--- src/rtl/mem_arbiter_nport_pkg.sv ---
// Shared types and helpers for the N-port memory arbiter.
package mem_arbiter_nport_pkg;

  typedef enum logic {
    ST_IDLE  = 1'b0,
    ST_WDATA = 1'b1
  } arb_state_e;

  // Ceiling log2; clog2(1) = 0.
  function automatic int clog2(input int value);
    int r;
    r = 0;
    for (int i = 0; i < 31; i++) begin
      if ((1 << i) < value) r = i + 1;
    end
    return r;
  endfunction

  // Counter width that never collapses to zero bits.
  function automatic int cnt_width(input int value);
    return (value > 1) ? clog2(value) : 1;
  endfunction

endpackage

--- src/rtl/mem_arbiter_nport_rr_picker.sv ---
// Round-robin picker: first set request at or after the pointer, wrapping.
module mem_arbiter_nport_rr_picker #(
  parameter int N_PORTS = 2,
  parameter int IDX_W   = 1
) (
  input  logic [N_PORTS-1:0] req_i,
  input  logic [IDX_W-1:0]   ptr_i,
  output logic [N_PORTS-1:0] grant_oh_o,
  output logic [IDX_W-1:0]   grant_idx_o,
  output logic               grant_any_o
);

  // Scan from the pointer upward modulo N_PORTS; the first hit wins.
  always_comb begin
    int pos;
    pos         = 0;
    grant_oh_o  = '0;
    grant_idx_o = '0;
    grant_any_o = 1'b0;
    for (int k = 0; k < N_PORTS; k++) begin
      pos = int'(ptr_i) + k;
      if (pos >= N_PORTS) pos = pos - N_PORTS;
      if (!grant_any_o && req_i[IDX_W'(pos)]) begin
        grant_any_o             = 1'b1;
        grant_oh_o[IDX_W'(pos)] = 1'b1;
        grant_idx_o             = IDX_W'(pos);
      end
    end
  end

endmodule

--- src/rtl/mem_arbiter_nport.sv ---
// N-port round-robin arbiter in front of a single main-memory interface.
// Writes lock the memory data channel to one port for a full line; read
// responses are routed back by tag, with a per-port cap on reads in flight.
//
// state    | meaning
// ---------+---------------------------------------------------------
// ST_IDLE  | arbitrating; combinational grant drives the request channel
// ST_WDATA | streaming DATA_BEATS write beats from wport; no new requests
module mem_arbiter_nport
  import mem_arbiter_nport_pkg::*;
#(
  parameter int N_PORTS         = 2,
  parameter int MEM_ADDR_BITS   = 32,
  parameter int MEM_DATA_BITS   = 64,
  parameter int MEM_TAG_BITS    = 4,
  parameter int DATA_BEATS      = 4,
  parameter int MAX_OUTSTANDING = 2
) (
  input  logic                                 clk,
  input  logic                                 reset_n,
  input  logic [N_PORTS-1:0]                   port_req_valid,
  output logic [N_PORTS-1:0]                   port_req_ready,
  input  logic [N_PORTS-1:0]                   port_req_rw,
  input  logic [N_PORTS*MEM_ADDR_BITS-1:0]     port_req_addr,
  input  logic [N_PORTS-1:0]                   port_req_data_valid,
  output logic [N_PORTS-1:0]                   port_req_data_ready,
  input  logic [N_PORTS*MEM_DATA_BITS-1:0]     port_req_data_bits,
  input  logic [N_PORTS*MEM_DATA_BITS/8-1:0]   port_req_data_mask,
  output logic [N_PORTS-1:0]                   port_resp_valid,
  output logic                                 mem_req_valid,
  output logic                                 mem_req_rw,
  output logic [MEM_ADDR_BITS-1:0]             mem_req_addr,
  output logic [MEM_TAG_BITS-1:0]              mem_req_tag,
  input  logic                                 mem_req_ready,
  output logic                                 mem_req_data_valid,
  output logic [MEM_DATA_BITS-1:0]             mem_req_data_bits,
  output logic [MEM_DATA_BITS/8-1:0]           mem_req_data_mask,
  input  logic                                 mem_req_data_ready,
  input  logic                                 mem_resp_valid,
  input  logic [MEM_TAG_BITS-1:0]              mem_resp_tag,
  output logic                                 resp_tag_err
);

  localparam int IDX_W  = cnt_width(N_PORTS);
  localparam int BEAT_W = cnt_width(DATA_BEATS);
  localparam int OUT_W  = clog2(MAX_OUTSTANDING + 1);
  localparam int MASK_W = MEM_DATA_BITS / 8;

  localparam logic [BEAT_W-1:0] LAST_BEAT = BEAT_W'(DATA_BEATS - 1);
  localparam logic [OUT_W-1:0]  OUT_MAX   = OUT_W'(MAX_OUTSTANDING);
  localparam logic [IDX_W-1:0]  LAST_IDX  = IDX_W'(N_PORTS - 1);

  arb_state_e        state_q, state_d;
  logic [IDX_W-1:0]  rr_ptr_q, rr_ptr_d;
  logic [IDX_W-1:0]  wport_q, wport_d;
  logic [BEAT_W-1:0] beat_cnt_q, beat_cnt_d;
  logic [OUT_W-1:0]  outstanding_q [N_PORTS];
  logic [OUT_W-1:0]  outstanding_d [N_PORTS];
  logic [BEAT_W-1:0] resp_cnt_q [N_PORTS];
  logic [BEAT_W-1:0] resp_cnt_d [N_PORTS];
  logic              tag_err_q, tag_err_d;

  logic [N_PORTS-1:0] eligible;
  logic [N_PORTS-1:0] gnt_oh;
  logic [IDX_W-1:0]   gnt_idx;
  logic               gnt_any;
  logic [N_PORTS-1:0] tag_hit;

  // Writes never consume read slots, so only reads are gated by the cap.
  always_comb begin
    eligible = '0;
    tag_hit  = '0;
    for (int i = 0; i < N_PORTS; i++) begin
      eligible[i] = port_req_valid[i] & (port_req_rw[i] | (outstanding_q[i] < OUT_MAX));
      tag_hit[i]  = (mem_resp_tag == MEM_TAG_BITS'(i));
    end
  end

  mem_arbiter_nport_rr_picker #(
    .N_PORTS (N_PORTS),
    .IDX_W   (IDX_W)
  ) u_picker (
    .req_i       (eligible),
    .ptr_i       (rr_ptr_q),
    .grant_oh_o  (gnt_oh),
    .grant_idx_o (gnt_idx),
    .grant_any_o (gnt_any)
  );

  assign resp_tag_err = tag_err_q;

  // Request/data channel muxing; every handshake output is held low in reset.
  always_comb begin
    mem_req_valid       = 1'b0;
    mem_req_rw          = 1'b0;
    mem_req_addr        = '0;
    mem_req_tag         = '0;
    port_req_ready      = '0;
    mem_req_data_valid  = 1'b0;
    mem_req_data_bits   = '0;
    mem_req_data_mask   = '0;
    port_req_data_ready = '0;
    port_resp_valid     = '0;
    if (reset_n) begin
      port_resp_valid = mem_resp_valid ? tag_hit : '0;
      if (state_q == ST_IDLE) begin
        mem_req_valid  = gnt_any;
        mem_req_tag    = MEM_TAG_BITS'(gnt_idx);
        port_req_ready = gnt_oh & {N_PORTS{mem_req_ready}};
        for (int i = 0; i < N_PORTS; i++) begin
          if (gnt_oh[i]) begin
            mem_req_rw   = port_req_rw[i];
            mem_req_addr = port_req_addr[i*MEM_ADDR_BITS +: MEM_ADDR_BITS];
          end
        end
      end else begin
        for (int i = 0; i < N_PORTS; i++) begin
          if (wport_q == IDX_W'(i)) begin
            mem_req_data_valid     = port_req_data_valid[i];
            mem_req_data_bits      = port_req_data_bits[i*MEM_DATA_BITS +: MEM_DATA_BITS];
            mem_req_data_mask      = port_req_data_mask[i*MASK_W +: MASK_W];
            port_req_data_ready[i] = mem_req_data_ready;
          end
        end
      end
    end
  end

  // Next-state: grant pointer, write-beat lock, and per-port read bookkeeping.
  always_comb begin
    logic req_fire;
    logic beat_fire;
    logic issue;
    logic retire;
    req_fire   = mem_req_valid & mem_req_ready;
    beat_fire  = mem_req_data_valid & mem_req_data_ready;
    issue      = 1'b0;
    retire     = 1'b0;
    state_d    = state_q;
    rr_ptr_d   = rr_ptr_q;
    wport_d    = wport_q;
    beat_cnt_d = beat_cnt_q;
    tag_err_d  = tag_err_q;

    if (req_fire) begin
      rr_ptr_d = (gnt_idx == LAST_IDX) ? '0 : gnt_idx + IDX_W'(1);
      if (mem_req_rw) begin
        wport_d    = gnt_idx;
        beat_cnt_d = '0;
        state_d    = ST_WDATA;
      end
    end

    if (beat_fire) begin
      if (beat_cnt_q == LAST_BEAT) begin
        beat_cnt_d = '0;
        state_d    = ST_IDLE;
      end else begin
        beat_cnt_d = beat_cnt_q + BEAT_W'(1);
      end
    end

    // Responses that match no port, or a port with nothing in flight, only flag.
    if (mem_resp_valid && (tag_hit == '0)) tag_err_d = 1'b1;

    for (int i = 0; i < N_PORTS; i++) begin
      outstanding_d[i] = outstanding_q[i];
      resp_cnt_d[i]    = resp_cnt_q[i];
      issue            = req_fire & ~mem_req_rw & gnt_oh[i];
      retire           = 1'b0;
      if (mem_resp_valid && tag_hit[i]) begin
        if (outstanding_q[i] == '0) begin
          tag_err_d = 1'b1;
        end else if (resp_cnt_q[i] == LAST_BEAT) begin
          resp_cnt_d[i] = '0;
          retire        = 1'b1;
        end else begin
          resp_cnt_d[i] = resp_cnt_q[i] + BEAT_W'(1);
        end
      end
      if (issue && !retire) outstanding_d[i] = outstanding_q[i] + OUT_W'(1);
      else if (retire && !issue) outstanding_d[i] = outstanding_q[i] - OUT_W'(1);
    end
  end

  // State registers; async reset abandons any write in progress.
  always_ff @(posedge clk or negedge reset_n) begin
    if (!reset_n) begin
      state_q    <= ST_IDLE;
      rr_ptr_q   <= '0;
      wport_q    <= '0;
      beat_cnt_q <= '0;
      tag_err_q  <= 1'b0;
      for (int i = 0; i < N_PORTS; i++) begin
        outstanding_q[i] <= '0;
        resp_cnt_q[i]    <= '0;
      end
    end else begin
      state_q    <= state_d;
      rr_ptr_q   <= rr_ptr_d;
      wport_q    <= wport_d;
      beat_cnt_q <= beat_cnt_d;
      tag_err_q  <= tag_err_d;
      for (int i = 0; i < N_PORTS; i++) begin
        outstanding_q[i] <= outstanding_d[i];
        resp_cnt_q[i]    <= resp_cnt_d[i];
      end
    end
  end

endmodule

--- config.mk ---
export PLATFORM = sky130hd
export DESIGN_NAME = mem_arbiter_nport
export DESIGN_NICKNAME = d
export VERILOG_FILES = /design/src/rtl/mem_arbiter_nport_pkg.sv /design/src/rtl/mem_arbiter_nport_rr_picker.sv /design/src/rtl/mem_arbiter_nport.sv
export SDC_FILE = /design/constraint.sdc
export NUM_CORES = 1
export LEC_CHECK = 0
export CAP_MARGIN = 5
export CORE_AREA = 4 4 132 134
export CTS_CLUSTER_SIZE = 8
export DETAILED_ROUTE_END_ITERATION = 10
export DIE_AREA = 0 0 136 138
export GPL_TIMING_DRIVEN = 0
export SLEW_MARGIN = 20
export SYNTH_ARGS = -nofsm -noshare
export SYNTH_HDL_FRONTEND = slang
export SYNTH_HIERARCHICAL = 1
export SYNTH_SLANG_ARGS = --single-unit
--- constraint.sdc ---
create_clock -name clk -period 4.97 [get_ports clk]
set_input_delay 0.497 -clock clk [delete_from_list [all_inputs] [get_ports clk]]
set_output_delay 0.497 -clock clk [all_outputs]
set_load 0.1 [all_outputs]
* Yosys cells after proc, flatten, opt, wreduce, memory -nomap -nowiden *
Index checks and enable logic that the tools add are counted.

storage, ports and cells
  register bits after elaboration = 14
  input port bits = 223

cells by class
  order comparisons = 7
  mux-type cells = 71
  add/subtract/negate cells = 11
  eq/ne operators = 4
  bitwise operators = 12
  reductions and logical operators = 27

operators with widths
  kind                   count
  $mux W64               3
  $mux W32               4
  $mux W1                41
  $mux W2                18
  $mux W8                3
  $add A2 B1 Y2 const B  5
  $logic_and A1 B1 Y1    10
  $reduce_and A2 Y1      4
  $reduce_bool A2 Y1     4
  $and A1 B1 Y1          6
  $eq A2 B2 Y1 const B   3
  $logic_not A2 Y1       3
  $lt A1 B3 Y1 const B   2
  $logic_not A1 Y1       5
  $eq A4 B1 Y1 const B   1
  $logic_not A4 Y1       1
  $sub A2 B1 Y2 const B  2
  $not A1 Y1             3
  $add A1 B1 Y2 const B  1
  $and A2 B2 Y2          1
  $demux W1 S1           2
  $ge A1 B1 Y1 const B   2
  $ge A1 B2 Y1 const B   1
  $ge A2 B2 Y1 const B   1
  other kinds (5)        6

* Depth between registers and ports, before layout *
Gate-level depths: netlist (run 1).

  depth in word-level cells = 20
  mapped depth = 10
  gate-level depth less buffers = 10

* Modules after synthesis *
Netlist (run 1), hierarchy kept.

by module, submodules not included
  module                       cells each  area each (µm²)  sequential area each (µm²)  instances
  mem_arbiter_nport            286         2273.4           350.3                       1
  mem_arbiter_nport_rr_picker  5           35.0             0.0                         1

* Worst setup path before layout (run 1) *
No wires, ideal clock.

  kind = input -> output
  start = input port_req_rw[0]
  end = output mem_req_rw
  stages on the path = 6
  path buffers = 0
  arrival = 2.494 ns
  setup slack = 1.979 ns
  cells stage by stage = inv_1 -> a21boi_0 -> and2b_2 -> nand3b_1 -> and2_1 -> nor2b_1

on the way
  cells in the longest elaborated chain, start to end = 12
  elaborated cells on any way between the ends = 16
  classes of those cells = 11 x mux; 3 x bitwise; 2 x reduce/logical

RTL lines
  item                                         line                               text
  start, declared                              mem_arbiter_nport.sv:23            input logic [N_PORTS-1:0] port_req_rw,
  $or A1 B1 Y1 *                               mem_arbiter_nport.sv:74            eligible[i] = port_req_valid[i] & (port_req_rw[i] | (outstanding_q[i] < OUT_MAX));
  $and A1 B1 Y1 *                              mem_arbiter_nport.sv:74
  net eligible[0]                              mem_arbiter_nport.sv:63            logic [N_PORTS-1:0] eligible;
  $mux W1 (not written as such) (2 in series)  mem_arbiter_nport_rr_picker.sv:23  if (!grant_any_o && req_i[IDX_W'(pos)]) begin
  $mux W1                                      mem_arbiter_nport_rr_picker.sv:23
  $logic_not A1 Y1                             mem_arbiter_nport_rr_picker.sv:23
  $logic_and A1 B1 Y1                          mem_arbiter_nport_rr_picker.sv:23
  $mux W2 *                                    mem_arbiter_nport_rr_picker.sv:23
  net gnt_oh[0]                                mem_arbiter_nport.sv:64            logic [N_PORTS-1:0] gnt_oh;
  $mux W1 * (2 in series)                      mem_arbiter_nport.sv:111           if (gnt_oh[i]) begin
  $mux W1 *                                    mem_arbiter_nport.sv:106           if (state_q == ST_IDLE) begin
  $mux W1 *                                    mem_arbiter_nport.sv:104           if (reset_n) begin
  end, declared                                mem_arbiter_nport.sv:31            output logic mem_req_rw,

The timed path passes the listed nets; every way through them passes the cells marked *. The select of a mux whose other input is x is not followed.

* Worst setup path after layout (run 1) *
  start = input reset_n
  end = output mem_req_data_bits[10]

on the way
  cells in the longest elaborated chain, start to end = 1

RTL lines
  item             line                      text
  start, declared  mem_arbiter_nport.sv:20   input logic reset_n,
  $mux W64         mem_arbiter_nport.sv:104
  end, declared    mem_arbiter_nport.sv:36   output logic [MEM_DATA_BITS-1:0] mem_req_data_bits,

Every way passes these cells.

==> flow_summary.ini, run 1 <==
[status]
status = completed

[clock_tree]
hold_buffers = 0
clock-sinks = 14
clk_pin_slew_ps = 50
worstSkewPairLatency_ps = 240
cts_resized = 0
cts.htree.levels = 1
cts_tree = done
clockRootBuffer = clkbuf_16
cts.path.max_buffers = 2
post_cts_buffers = 0
cts_buffers = 3

[setup_path]
worstSetupPathType = primary input to output port
critPathLaunchType = primary input
critPathRequiredTime_ps = 4470
arrival_ps = 3930
cp_max_fo = 20
rrSetupSlack_ps = 2880
end_kind = output port

[sta]
hold_ws_ps = 457.5
relSlewSlack = 0.3070
setup_viol = 0
fin_crit_sh = 0.8911
hold_viol_final = 0
drv_slew = 0
finalCriticalPeriod_ps = 4429
tns_ps = 0
max_clock_freq_mhz = 225.8
rsz0062_at_grt = false
finClkSkew_ps = 1.240
worstMarginPinSlew_ps = 1036

[final_layout]
nNetsFinal = 859
multi_input_area_sq_um = 1779
seq_area_sq_um = 350.3
fillers = 1658
layoutNonFillerInstCount = 850
drive_above_1_share = 0.05079
syn_to_final_growth_pct = 162.1
n_antenna_cell = 0

[flow_run]
cap_violations = 0

[floorplan]
die-height_microns = 138
die_w_microns = 136
initial_utilization = 0.1410
dieArea_sq_um = 18770
rows = 47
core-area_sq_um = 16290
ioPinCount = 341

[placed_design]
hpwl_mm = 12.93
place.gp.congestion = 0.9324
portBuffers = 335
dp_cells = 846

[power_and_ir_drop]
p_total_mw = 2.627
max-vdd-ir-drop_mv = 0.2831
p_per_area_nw_per_um2 = 436.3
power.leakage_nw = 2.263

[grt]
grt_pass1_vias = 3860
gr-total-overflow = 0
grt_max_degree = 21
antenna_found_initial = 0
grt_usage = 0.1415
grt_pass1_wl_mm = 21.27

[logic_synthesis]
synthCells = 289
syn_area_sq_um = 2297
synthesis.yosys.warnings = 6
syn_area_per_cell_sq_um = 7.949

[route]
firstDrtPassIters = 4
drc = 0
via_per_inst = 4.211
wirelength_mm = 14.60
drt_iter0_drc = 81
route.antenna.remaining_nets = 0
wl_per_cell_microns = 17.17
via_count = 3579

[hold_path]
hold_path_class = flip-flop to flip-flop
[registers in the layout (all words and copies together) (netlist names)]
name           cells
outstanding_q      4
resp_cnt_q         4
beat_cnt_q         2
resp_tag_err       1
rr_ptr_q           1
state_q            1
wport_q            1
[area by class of cell]
| type | instances | area share |
|---|---|---|
| clock buffers | 4 | 0.01475 |
| plain buffers | 29 | 0.02784 |
| inverters | 2 | 0.001247 |
| repair buffers | 335 | 0.5568 |
| flip-flops and latches | 14 | 0.05818 |
| multi-input cells | 246 | 0.2955 |
| well taps | 220 | 0.04571 |
[per-stage QoR]
step | setup WS (ps) | utilization | instance area, sq um
after floorplan | 1979 | - | 2305
after global placement | 551.8 | 0.3642 | 5933
after detailed placement | 483.4 | 0.3642 | 5933
after CTS | 452.3 | 0.3697 | 6022
after global routing | 253.0 | 0.3697 | 6022
final | 541.4 | 0.3697 | 6022
[worst max-delay path, stage by stage]
cell	delay (ps)
clkdlybuf4s50_1	1000
nand2_1	590
clkbuf_1	370
nor2_1	250
clkdlybuf4s50_1	1210
[worst paths after layout]
kind | to | start | cells past startpoint
hold reg to reg | resp_tag_err$_DFF_PN0_ | resp_tag_err$_DFF_PN0_ | 1
hold / removal | resp_tag_err$_DFF_PN0_ | resp_tag_err$_DFF_PN0_ | 1
min in group asynchronous | resp_tag_err$_DFF_PN0_ | reset_n | 1
setup / recovery | mem_req_data_bits[10] | reset_n | 5
max in group asynchronous | rr_ptr_q$_DFFE_PN0N_ | reset_n | 1
setup reg to reg | outstanding_q[3]$_DFFE_PN0P_ | outstanding_q[3]$_DFFE_PN0P_ | 8
[routing by layer]
metal	vias to the layer above	wire length, microns	GRT usage
met5	-	0	0
met3	22	1800	0.05051
li1	1698	-	-
met4	0	293	0.02493
met2	231	7569	0.2769
met1	1628	4933	0.1425
[cell usage in the layout (no fill, tap or decap), types with 5 or more instances in the layout]
master	count
clkbuf_1	8
buf_2	8
ha_1	5
clkdlybuf4s50_1	335
dfrtp_1	14
a22o_1	32
nand2_1	6
nor2_1	82
buf_4	13
mux2i_1	73
[power by group]
part	leakage (nW)	switching [mW]	internal (mW)
registers	0.172	0.0400	0.161
clock network	0.0442	0.0468	0.122
logic	2.05	1.59	0.667
total	2.26	1.68	0.950
Note: power is estimated with default switching activity, not from simulation.
==> run 2, diff against run 1 <==
- CTS_CLUSTER_DIAMETER: default -> 60
==> results of run 2 <==
Same layout as run 1: the final DEF is identical, and so are final timing and power.
==> run 3, diff against run 2 <==
--- a/config.mk
+++ b/config.mk
@@ -6,5 +6,5 @@
 export NUM_CORES = 1
 export LEC_CHECK = 0
-export CAP_MARGIN = 5
+export CAP_MARGIN = 15
 export CORE_AREA = 4 4 132 134
 export CTS_CLUSTER_DIAMETER = 60
==> constraint.sdc (replaced) <==
create_clock -name clk -period 4.97 [get_ports clk]
set_input_delay 0.7455 -clock clk [delete_from_list [all_inputs] [get_ports clk]]
set_output_delay 0.7455 -clock clk [all_outputs]
set_load 0.1 [all_outputs]
==> run 3 against run 2 <==
  * Cell count unchanged
  * Clock skew about the same
  * Via count is 0.70% lower
  * Critical endpoint is now mem_req_addr[15]
  * Combinational power barely moved
  * Critical path type unchanged
  * Utilization is 1.0 points higher
==> flow_summary.ini, run 3 (synthesized netlist as in run 1, its figures left out) <==
[status]
status = completed

[sta]
fin_crit_sh = 0.9452
finClkSkew_ps = 1.213
max_clock_freq_mhz = 212.9
relSlewSlack = 0.3086
hold_viol_final = 0
worstMarginPinSlew_ps = 1034
tns_ps = 0
setup_viol = 0
rsz0062_at_grt = false
drv_slew = 0
finalCriticalPeriod_ps = 4697

[final_layout]
fillers = 1644
drive_above_1_share = 0.05079
n_antenna_cell = 0
layout_commonest_cell = clkdlybuf4s50_1
syn_to_final_growth_pct = 169.2
multi_input_area_sq_um = 1779
nNetsFinal = 859
fin_util = 0.3797
seq_area_sq_um = 350.3
layout_common_cells = clkdlybuf4s50_1, nor2_1, mux2i_1
top_regs = outstanding_q x4, resp_cnt_q x4, beat_cnt_q x2

[route]
drc = 0
drt_iter0_drc = 65
firstDrtPassIters = 4
via_per_inst = 4.181
wirelength_mm = 14.67
wl_per_cell_microns = 17.25
via_count = 3554
route.antenna.remaining_nets = 0

[setup_path]
worstSetupPathType = primary input to output port
arrival_ps = 3950
crit_path_max_incr_delay_ps = 1130
end_kind = output port
timing.rr.end = outstanding_q[3]$_DFFE_PN0P_
critPathLaunchType = primary input
ff2ff_path_depth = 8
rrSetupSlack_ps = 2880
r2r-start = outstanding_q[3]$_DFFE_PN0P_
critPathRequiredTime_ps = 4220
critPathBufInv = 4
critical_path.cell_chain = clkdlybuf4s50_1, nor2b_2, and3b_1, buf_2, buf_4, a22o_1, clkdlybuf4s50_1
crit_family = buffers and inverters
slowest_stage = clkdlybuf4s50_1
cpMostUsedCell = clkdlybuf4s50_1
cp_max_fo = 20

[hold_path]
min_from = resp_tag_err$_DFF_PN0_
worstHoldPathCells = 1
min_to = resp_tag_err$_DFF_PN0_
hold_path_class = flip-flop to flip-flop

[grt]
grt_usage = 0.1415
grt_pass1_wl_mm = 21.25
grt_max_degree = 21
grt_pass1_vias = 3857
antenna_found_initial = 0
gr-total-overflow = 0

[floorplan]
dieArea_sq_um = 18770
die-height_microns = 138
core-area_sq_um = 16290
rows = 47
ioPinCount = 341
die_w_microns = 136
initial_utilization = 0.1410

[clock_tree]
post_cts_buffers = 0
cts.path.max_buffers = 2
clockRootBuffer = clkbuf_16
worstSkewPairLatency_ps = 240
cts.htree.levels = 1
cts_tree = done
clk_pin_slew_ps = 50
clock-sinks = 14
cts_buffers = 3

[power_and_ir_drop]
power.leakage_nw = 3.366
max-vdd-ir-drop_mv = 0.2708
p_per_area_nw_per_um2 = 421.9

[flow_run]
cap_violations = 0

[placed_design]
portBuffers = 335
place.gp.congestion = 0.9324
hpwl_mm = 12.93
run 3: cell count changes in the layout (fill, tap and decap cells not counted), sizes merged:
cell,before,now
clkdlybuf4s50,335,264
dlymetal6s2s,0,67
dlygate4sd2,0,4
run 3: where the power goes:
part / switching [mW] / leakage, nW / internal, mW / total (mW)
Clock: 0.0467 / 0.0442 / 0.122 / 0.169
Sequential: 0.0400 / 0.172 / 0.161 / 0.201
Combinational: 1.58 / 3.15 / 0.655 / 2.24
Total: 1.67 / 3.37 / 0.938 / 2.61
run 3: per-layer routing:
layer	GRT usage	part of all wire	vias up	wire length, microns
met5	0	0	-	0
met4	0.02493	0.019	0	282
met2	0.2767	0.52	225	7698
met1	0.1425	0.33	1612	4865
met3	0.05051	0.12	18	1819
li1	-	-	1699	-
run 3: final cells by class:
type	count	share of cell area
clock buffer	4	0.01436
multi-input combinational	246	0.2877
sequential	14	0.05665
inverter	2	0.001214
tap	220	0.04451
timing repair buffer	335	0.5685
buffer	29	0.02711
run 3: through the flow:
| step | setup WS, ps | std cells | instance area (sq um) | power [mW] | hold WS [ps] |
|---|---|---|---|---|---|
| global placement | 54.80 | 846 | 5933 | 2.448 | 439.5 |
| floorplan | 1482 | 291 | 2305 | 1.910 | 443.6 |
| global route | 16.01 | 850 | 6185 | 2.721 | 483.2 |
| finish | 272.6 | 850 | 6185 | 2.609 | 457.5 |
| CTS | 5.030 | 850 | 6017 | 2.640 | 464.9 |
| detailed placement | -13.59 | 846 | 5933 | 2.465 | 458.4 |
run 3: how the worst max path moves through the flow:
stage,from,endpoint,slack [ps],cells past startpoint
floorplan,port_req_rw[0],mem_req_rw,1480,6
global placement,reset_n,mem_req_data_bits[10],50,5
detailed placement,reset_n,mem_req_data_bits[10],-10,5
CTS,reset_n,mem_req_data_bits[48],5,5
global route,reset_n,mem_req_addr[15],20,7
finish,reset_n,mem_req_addr[15],270,7
run 3: worst register-to-register path, delay by kind of cell (launching register included):
kind                     cells  cell delay [ps]
AO/OA/AOI/OAI                1              310
XOR/XNOR                     1              150
AND/OR/NAND/NOR              5              830
flip-flops                   1              390
adder cells (fa/ha/maj)      1              320
run 3: what timing repair did:
action,CTS,global route
setup endpoints to repair,4,67
gates resized for setup,4,67
hold buffers,0,0
